## src/rtl/regfile_reader_if.sv

```systemverilog
// Request/response bundle between the register-file reader and its users.
// Requester/consumer drives master; the reader implements slave.
interface regfile_reader_if #(
    parameter int WIDTH = 8,
    parameter int NREGS = 4
);
    localparam int IDXW = (NREGS > 1) ? $clog2(NREGS) : 1;

    logic             req_valid;
    logic             req_ready;
    logic [NREGS-1:0] req_sel;
    logic             req_burst;
    logic [WIDTH-1:0] data_out;
    logic [IDXW-1:0]  data_idx;
    logic             data_valid;
    logic             data_ready;
    logic             sel_err;
    logic             busy;

    modport master (
        output req_valid, req_sel, req_burst, data_ready,
        input  req_ready, data_out, data_idx, data_valid, sel_err, busy
    );

    modport slave (
        input  req_valid, req_sel, req_burst, data_ready,
        output req_ready, data_out, data_idx, data_valid, sel_err, busy
    );
endinterface

```

## src/rtl/regfile_reader.sv

```systemverilog
// Reads single registers or bursts of all registers from the register file
// into a 2-entry output buffer with a valid/ready handshake.
module regfile_reader #(
    parameter int WIDTH = 8,
    parameter int NREGS = 4
) (
    input  logic                   clk,
    input  logic                   nReset,
    input  logic [NREGS*WIDTH-1:0] Regs,
    regfile_reader_if.slave        bus
);
    localparam int IDXW = (NREGS > 1) ? $clog2(NREGS) : 1;
    localparam logic [IDXW-1:0] LAST = IDXW'(NREGS - 1);

    typedef enum logic {
        S_IDLE,
        S_BURST
    } state_t;

    state_t            r_state;
    logic [IDXW-1:0]   r_cnt;
    logic [1:0]        r_count;
    logic [WIDTH-1:0]  r_data0;
    logic [WIDTH-1:0]  r_data1;
    logic [IDXW-1:0]   r_idx0;
    logic [IDXW-1:0]   r_idx1;
    logic              r_sel_err;

    logic              w_pop;
    logic              w_can_push;
    logic              w_accept;
    logic              w_onehot;
    logic [IDXW-1:0]   w_sel_idx;
    logic              w_push;
    logic [WIDTH-1:0]  w_pdata;
    logic [IDXW-1:0]   w_pidx;

    // Gated by nReset so no request looks acceptable while reset is held.
    assign bus.req_ready  = nReset & (r_state == S_IDLE) & (r_count < 2'd2);
    assign bus.data_valid = (r_count != 2'd0);
    assign bus.data_out   = (r_count != 2'd0) ? r_data0 : '0;
    assign bus.data_idx   = (r_count != 2'd0) ? r_idx0 : '0;
    assign bus.sel_err    = r_sel_err;
    assign bus.busy       = (r_state == S_BURST);

    always_comb begin
        w_pop      = (r_count != 2'd0) & bus.data_ready;
        w_can_push = (r_count < 2'd2) | w_pop;
        w_accept   = bus.req_valid & bus.req_ready;
        w_onehot   = (bus.req_sel != '0) &&
                     ((bus.req_sel & (bus.req_sel - 1'b1)) == '0);
        w_sel_idx  = '0;
        for (int i = 0; i < NREGS; i++) begin
            if (bus.req_sel[i]) w_sel_idx = IDXW'(i);
        end
        w_push  = 1'b0;
        w_pdata = '0;
        w_pidx  = '0;
        if (r_state == S_IDLE && w_accept && !bus.req_burst && w_onehot) begin
            w_push  = 1'b1;
            w_pdata = Regs[int'(w_sel_idx)*WIDTH +: WIDTH];
            w_pidx  = w_sel_idx;
        end else if (r_state == S_BURST && w_can_push) begin
            w_push  = 1'b1;
            w_pdata = Regs[int'(r_cnt)*WIDTH +: WIDTH];
            w_pidx  = r_cnt;
        end
    end

    always_ff @(posedge clk) begin
        if (!nReset) begin
            r_state   <= S_IDLE;
            r_cnt     <= '0;
            r_count   <= 2'd0;
            r_data0   <= '0;
            r_data1   <= '0;
            r_idx0    <= '0;
            r_idx1    <= '0;
            r_sel_err <= 1'b0;
        end else begin
            r_sel_err <= (r_state == S_IDLE) & w_accept &
                         !bus.req_burst & !w_onehot;

            unique case (r_state)
                S_IDLE: begin
                    if (w_accept && bus.req_burst) begin
                        r_state <= S_BURST;
                        r_cnt   <= '0;
                    end
                end
                S_BURST: begin
                    if (w_can_push) begin
                        if (r_cnt == LAST) begin
                            r_state <= S_IDLE;
                            r_cnt   <= '0;
                        end else begin
                            r_cnt <= r_cnt + 1'b1;
                        end
                    end
                end
                default: r_state <= S_IDLE;
            endcase

            // Shift-style FIFO: entry 0 is always the head.
            unique case ({w_push, w_pop})
                2'b11: begin
                    if (r_count == 2'd1) begin
                        r_data0 <= w_pdata;
                        r_idx0  <= w_pidx;
                    end else begin
                        r_data0 <= r_data1;
                        r_idx0  <= r_idx1;
                        r_data1 <= w_pdata;
                        r_idx1  <= w_pidx;
                    end
                end
                2'b10: begin
                    if (r_count == 2'd0) begin
                        r_data0 <= w_pdata;
                        r_idx0  <= w_pidx;
                    end else begin
                        r_data1 <= w_pdata;
                        r_idx1  <= w_pidx;
                    end
                    r_count <= r_count + 2'd1;
                end
                2'b01: begin
                    r_data0 <= r_data1;
                    r_idx0  <= r_idx1;
                    r_count <= r_count - 2'd1;
                end
                default: ;
            endcase
        end
    end
endmodule

```

## src/flat_wrapper.sv

```systemverilog
// flat-port wrapper written by rule: the top's interface ports become plain ports
module regfile_reader_flat 
#(
    parameter int WIDTH = 8,
    parameter int NREGS = 4
)
  (clk, nReset, Regs, bus_req_valid, bus_req_sel, bus_req_burst, bus_data_ready, bus_req_ready, bus_data_out, bus_data_idx, bus_data_valid, bus_sel_err, bus_busy);
  regfile_reader_if #(.WIDTH(WIDTH), .NREGS(NREGS)) bus_i ();
  input  logic clk;
  input  logic nReset;
  input  logic [NREGS*WIDTH-1:0] Regs;
  input wire logic [$bits(bus_i.req_valid)-1:0] bus_req_valid;
  input wire logic [$bits(bus_i.req_sel)-1:0] bus_req_sel;
  input wire logic [$bits(bus_i.req_burst)-1:0] bus_req_burst;
  input wire logic [$bits(bus_i.data_ready)-1:0] bus_data_ready;
  output wire logic [$bits(bus_i.req_ready)-1:0] bus_req_ready;
  output wire logic [$bits(bus_i.data_out)-1:0] bus_data_out;
  output wire logic [$bits(bus_i.data_idx)-1:0] bus_data_idx;
  output wire logic [$bits(bus_i.data_valid)-1:0] bus_data_valid;
  output wire logic [$bits(bus_i.sel_err)-1:0] bus_sel_err;
  output wire logic [$bits(bus_i.busy)-1:0] bus_busy;
  assign bus_i.req_valid = bus_req_valid;
  assign bus_i.req_sel = bus_req_sel;
  assign bus_i.req_burst = bus_req_burst;
  assign bus_i.data_ready = bus_data_ready;
  assign bus_req_ready = bus_i.req_ready;
  assign bus_data_out = bus_i.data_out;
  assign bus_data_idx = bus_i.data_idx;
  assign bus_data_valid = bus_i.data_valid;
  assign bus_sel_err = bus_i.sel_err;
  assign bus_busy = bus_i.busy;
  regfile_reader #(.WIDTH(WIDTH), .NREGS(NREGS)) u_core (.clk(clk), .nReset(nReset), .Regs(Regs), .bus(bus_i));
endmodule
```

## config.mk

```make
export PLATFORM = sky130hd
export DESIGN_NAME = regfile_reader_flat
export DESIGN_NICKNAME = d
export VERILOG_FILES = /design/src/rtl/regfile_reader_if.sv /design/src/rtl/regfile_reader.sv /design/src/flat_wrapper.sv
export SDC_FILE = /design/constraint.sdc
export NUM_CORES = 1
export LEC_CHECK = 0
export CORE_UTILIZATION = 30
export CTS_BUF_LIST = sky130_fd_sc_hd__clkbuf_4
export CTS_CLUSTER_DIAMETER = 100
export DETAILED_ROUTE_END_ITERATION = 6
export GPL_TIMING_DRIVEN = 0
export HOLD_SLACK_MARGIN = 0.02
export PLACE_DENSITY = 0.61
export SYNTH_ARGS = -nofsm -noshare
export SYNTH_HDL_FRONTEND = slang
export SYNTH_SLANG_ARGS = --single-unit
```

## constraint.sdc

```tcl
create_clock -name clk -period 4 [get_ports clk]
set_clock_uncertainty 0.05 [all_clocks]
set_input_delay 0.8 -clock clk [delete_from_list [all_inputs] [get_ports clk]]
set_output_delay 0.8 -clock clk [all_outputs]
set_load 0.005 [all_outputs]
```

## Word-level counts from Yosys, hierarchy flattened

Index checks and enable logic that the tools add are counted.

- Register bits: 26
- Bits of input ports: 41
- Output and inout bits: 14
- Logic and storage cells: 85

- Add/subtract/negate cells: 4
- Magnitude comparators: 1
- Equal/unequal tests: 10
- Shift operators: 2
- Muxes and demuxes: 32
- Bitwise gates (word level): 10
- Reduce and logical (&&, ||, !) cells: 18

Operator list:

| cell | count |
|---|---|
| indexed part select 32 x 6 -> 8 bit | 2 |
| 2-to-1 mux 8 bit | 7 |
| 2-to-1 mux 2 bit | 12 |
| case mux 8 bit (3 select lines) | 1 |
| case mux 8 bit (2 select lines) | 1 |
| case mux 2 bit (2 select lines) | 3 |
| inequality test 2 bit, second input constant | 4 |
| AND 1 bit | 7 |
| == test 2 bit, second input constant | 3 |
| logical AND 1 bit | 6 |
| 2-to-1 mux 1 bit | 6 |
| case mux 2 bit (3 select lines) | 1 |
| nonzero test 2 bit | 3 |
| adder 2 x 1 -> 2 bit, second input constant | 2 |
| AND 4 bit | 1 |
| == test 2 x 1 -> 1 bit, second input constant | 2 |
| zero test 4 bit | 1 |
| AND reduction 2 bit | 2 |
| nonzero test 4 bit | 1 |
| subtractor 4 x 1 -> 4 bit, second input constant | 1 |
| AND reduction 3 bit | 1 |
| nonzero test 3 bit | 1 |
| zero test 1 bit | 2 |
| zero test 2 bit | 1 |
| other kinds (6) | 6 |

## Depth between registers and ports, before layout

- Depth in word-level cells: 11
- Gate-level depth with buffers: 14
- Gate-level depth less buffers: 12

## Worst setup path before layout

OpenSTA, ideal clock, no wires.

- Kind: input -> register
- Start: in bus_req_sel[2]
- End: reg u_core.r_data0[7]
- Setup time: 0.126 ns
- Data arrival time: 3.169 ns
- Data required time: 3.824 ns
- Setup slack: 0.655 ns
- Cell stages on the path: 12
- Cells stage by stage: buf_6 -> xnor2_1 -> nor3_4 -> o21ai_2 -> buf_6 -> nand2b_1 -> ha_1 -> clkbuf_1 -> mux2_2 -> and2_1 -> a222oi_1 -> a21oi_1

- Cells in the longest elaborated chain, start to end: 9
- Elaborated cells between the ends (all ways): 20
- Those cells by class: add/sub (1); eq/ne (4); shift (1); mux (7); bitwise (1); reduce/logical (6)

Ends and longest elaborated chain:

| element | line | source |
|---|---|---|
| from (decl) | flat_wrapper.sv:13 | `input wire logic [$bits(bus_i.req_sel)-1:0] bus_req_sel;` |
| subtractor 4 x 1 -> 4 bit | regfile_reader.sv:51 | `((bus.req_sel & (bus.req_sel - 1'b1)) == '0);` |
| AND 4 bit | regfile_reader.sv:51 |  |
| zero test 4 bit | regfile_reader.sv:51 |  |
| logical AND 1 bit | regfile_reader.sv:50 | `w_onehot = (bus.req_sel != '0) &&` |
| logical AND 1 bit | regfile_reader.sv:59 | `if (r_state == S_IDLE && w_accept && !bus.req_burst && w_onehot) begin` |
| 2-to-1 mux 1 bit | regfile_reader.sv:59 |  |
| == test 2 bit or == test 2 x 1 -> 1 bit (tied branches) | regfile_reader.sv:105 | `unique case ({w_push, w_pop})` |
| inequality test 2 x 1 -> 1 bit (no line) or nonzero test 3 bit (tied branches) | -- |  |
| AND reduction 2 bit (no line) | -- |  |
| to (signal assigned) | regfile_reader.sv:108 | `r_data0 <= w_pdata;` |
| to (signal assigned) | regfile_reader.sv:111 | `r_data0 <= r_data1;` |
| to (signal assigned) | regfile_reader.sv:119 | `r_data0 <= w_pdata;` |
| to (decl) | regfile_reader.sv:23 | `logic [WIDTH-1:0] r_data0;` |

Parallel ways exist; a longest one is shown, timed or not. The select of a mux whose other input is x is not followed.
A chain may end at the register's enable or synchronous reset.

## Worst setup path after layout

- Start: in bus_req_sel[3]
- End: reg u_core.r_data0[7]

Same word-level chain as after synthesis.

==> flow_summary.json <==
{
  "outcome": "complete, but fails checks",
  "violations": "design-rule violations",
  "coreArea_mm2": 0.006459,
  "drt-pass1-iter-count": 6,
  "holdWs_ns": 0.4734,
  "die_height_um": 84.48,
  "grt_pass1_wl_um": 9618,
  "final_common_cell": "clkdlybuf4s50_1",
  "synthArstFlopShare_pct": 0,
  "synth_simple_gate_area_share_pct": 15.70,
  "cp_max_fo": 10,
  "crit_slowest_cell": "clkdlybuf4s50_1",
  "end_kind": "flop",
  "routedWlPerCell_um": 15.81,
  "ctsHoldBuffers": 0,
  "crit_start": "bus_req_sel[3]",
  "seq_area_um2": 520.5,
  "dpl_worst_slack_ns": -0.3608,
  "rr_startpoint": "u_core.r_count[1]",
  "synth_enable_flop_cells": 0,
  "die_w_um": 84.48,
  "finalSetupViolations": 0,
  "slowest_delay_ns": 0.51,
  "grt_pass1_vias": 1959,
  "clk_latency_ns": 0.33,
  "clock_sinks": 26,
  "syn_avg_cell_area_um2": 8.990,
  "drive_above_1_share_pct": 11.31,
  "slew_headroom_pct": 47.83,
  "layout.nets": 332,
  "diodes": 0,
  "fillCellCount": 650,
  "min_from": "u_core.r_idx1[1]",
  "io_buffers": 53,
  "worst_slew_pin_slew_ns": 0.7608,
  "cts_buffers": 3,
  "die-area_mm2": 0.007136,
  "initial_core_util_pct": 31.60,
  "finalHoldViolations": 0,
  "drt-initial-drc-count": 99,
  "crit_required_ns": 4.18,
  "fin_ws_ns": 0.2361,
  "max_cap_violations": 0,
  "critical_path.startpoint_type": "primary input",
  "grt_setup_unrepaired": "no",
  "crit_path_frequent_cell": "buf_6",
  "drc": 7,
  "syn_nets": 275,
  "synthFlopType": "dfxtp_1",
  "synth_fa_ha_area_share_pct": 4.292,
  "seq_area_frac_synth_pct": 25.51,
  "globalplace.congestion": 0.7659,
  "irDropWorstVdd_uv": 137.8,
  "synth_top_family_by_area": "compound AO/OA/AOI/OAI gates",
  "hp-class": "flop to flop",
  "critPathArrivalTime_ns": 3.94,
  "worst-path-buf-inv": 3,
  "ant_nets": 0,
  "power-per-cell-area_mw_per_mm2": 286.8,
  "syn_area_mm2": 0.002041,
  "gr-total-overflow": 0,
  "wirelength_um": 5690,
  "clockRootBuffer": "clkbuf_4",
  "rows": 29,
  "final_core_util_pct": 41.81,
  "min_period_ns": 3.764,
  "p_leak_nw": 1.053,
  "yosysWarnings": 0,
  "synth_xor_xnor_area_share_pct": 1.288,
  "ys_types": 41,
  "ys_ff_latch": 26,
  "crit_family": "compound AO/OA/AOI/OAI gates",
  "post_cts_buffers": 0,
  "syn_inst": 227,
  "synthToLayoutAreaGrowth_pct": 32.31,
  "vias_per_cell": 5.481,
  "cts_tree": "built",
  "synth_mux_area_share_pct": 10.36,
  "clk_pin_slew_ns": 0.15,
  "grt_antenna_before_repair": 0,
  "grt_max_degree": 15,
  "groute.usage.overall_pct": 16.58,
  "place_hpwl_um": 4281,
  "crit_chain": "clkdlybuf4s50_1 > buf_6 > nor4b_4 > a31o_4 > o21ai_2 > buf_6 > nand2b_1 > ha_2 > mux2_2 > and2_1 > a222oi_1 > a21oi_1",
  "critPathKind": "primary input to flop",
  "synth-compound-area-share_pct": 34.89,
  "final_cell_mix": "clkdlybuf4s50_1, dfxtp_1, a21oi_1, nor2b_1",
  "io_pins": 55,
  "htreeDepth": 1,
  "clock.fmax_ghz": 0.2657,
  "multiInputGateArea_mm2": 0.001368,
  "num_vias": 1973,
  "fin_crit_sh_pct": 94.10,
  "cts_max_path_buffers": 2,
  "final_max_slew_viol_count": 0
}
-- per-layer routing --
layer  GRT usage [%]  share of wire, %  up-vias
met5               0                 0        -
met4           2.311              0.58        0
li1                -                 -      972
met2           28.91                49       40
met1           21.99                46      957
met3           2.950               4.0        4
-- kinds of logic after synthesis --
| family | after synthesis |
|---|---|
| DFF | 26 |
| and+or+nand+nor | 49 |
| buffers and inverters | 33 |
| xor gates and xnor gates | 3 |
| adders and majority gates | 7 |
| AOI/OAI and AO/OA | 98 |
| muxes | 11 |
-- final timing paths --
check,endpoint,slack [ns],cells after the start
hold reg to reg,u_core.r_idx1[1],0.47,1
setup / recovery,u_core.r_data0[7],0.24,12
hold / removal,u_core.r_idx1[1],0.47,1
setup reg to reg,u_core.r_data0[7],0.38,12
-- repair_timing --
action                                  4_1_cts  5_1_grt
pin swaps                                     0        0
endpoints found under the setup margin        1        4
hold endpoints to repair                      0        0
resized for setup                             1        2
-- power by group --
group | switching [mW] | leakage, nW | internal (mW)
clock network | 0.0835 | 0.0154 | 0.0366
logic | 0.172 | 0.825 | 0.165
registers | 0.0200 | 0.212 | 0.297
-- cells in the mapped netlist (8+ instances only) --
master / instances / area share [%]
nor2b_1: 23 / 7.1
inv_1: 12 / 2.2
a21oi_1: 24 / 5.9
a22oi_1: 8 / 2.9
dfxtp_1: 26 / 26
nand2_1: 9 / 1.7
o21ai_0: 10 / 2.5
clkbuf_1: 9 / 1.7
mux4_2: 8 / 8.8
a2bb2oi_1: 8 / 3.4
o31ai_1: 12 / 4.4
-- area by class of cell --
cell class | count | area share, %
Buffer | 19 | 4.078
Clock buffer | 3 | 0.8341
Clock inverter | 1 | 0.1390
Inverter | 13 | 1.807
Multi-Input combinational cell | 168 | 50.65
Sequential cell | 26 | 19.28
Tap cell | 77 | 3.568
Timing Repair Buffer | 53 | 19.65
-- sequential cells by signal (all words and copies together) (netlist names) --
name / cells
u_core.bus.busy: 1
u_core.bus.sel_err: 1
u_core.r_cnt: 2
u_core.r_count: 2
u_core.r_data0: 8
u_core.r_data1: 8
u_core.r_idx0: 2
u_core.r_idx1: 2
-- through the flow --
stage          area, um^2  TNS [ns]  std cells  total power, mW
2_1_floorplan        2041         0        227           0.5295
3_3_place_gp         2668    -2.612        357           0.6524
3_5_place_dp         2668    -2.684        357           0.6558
4_1_cts              2698         0        361           0.7820
5_1_grt              2700         0        360           0.8313
6_report             2700         0        360           0.7743
No activity file was read; power rests on OpenSTA's default activity.
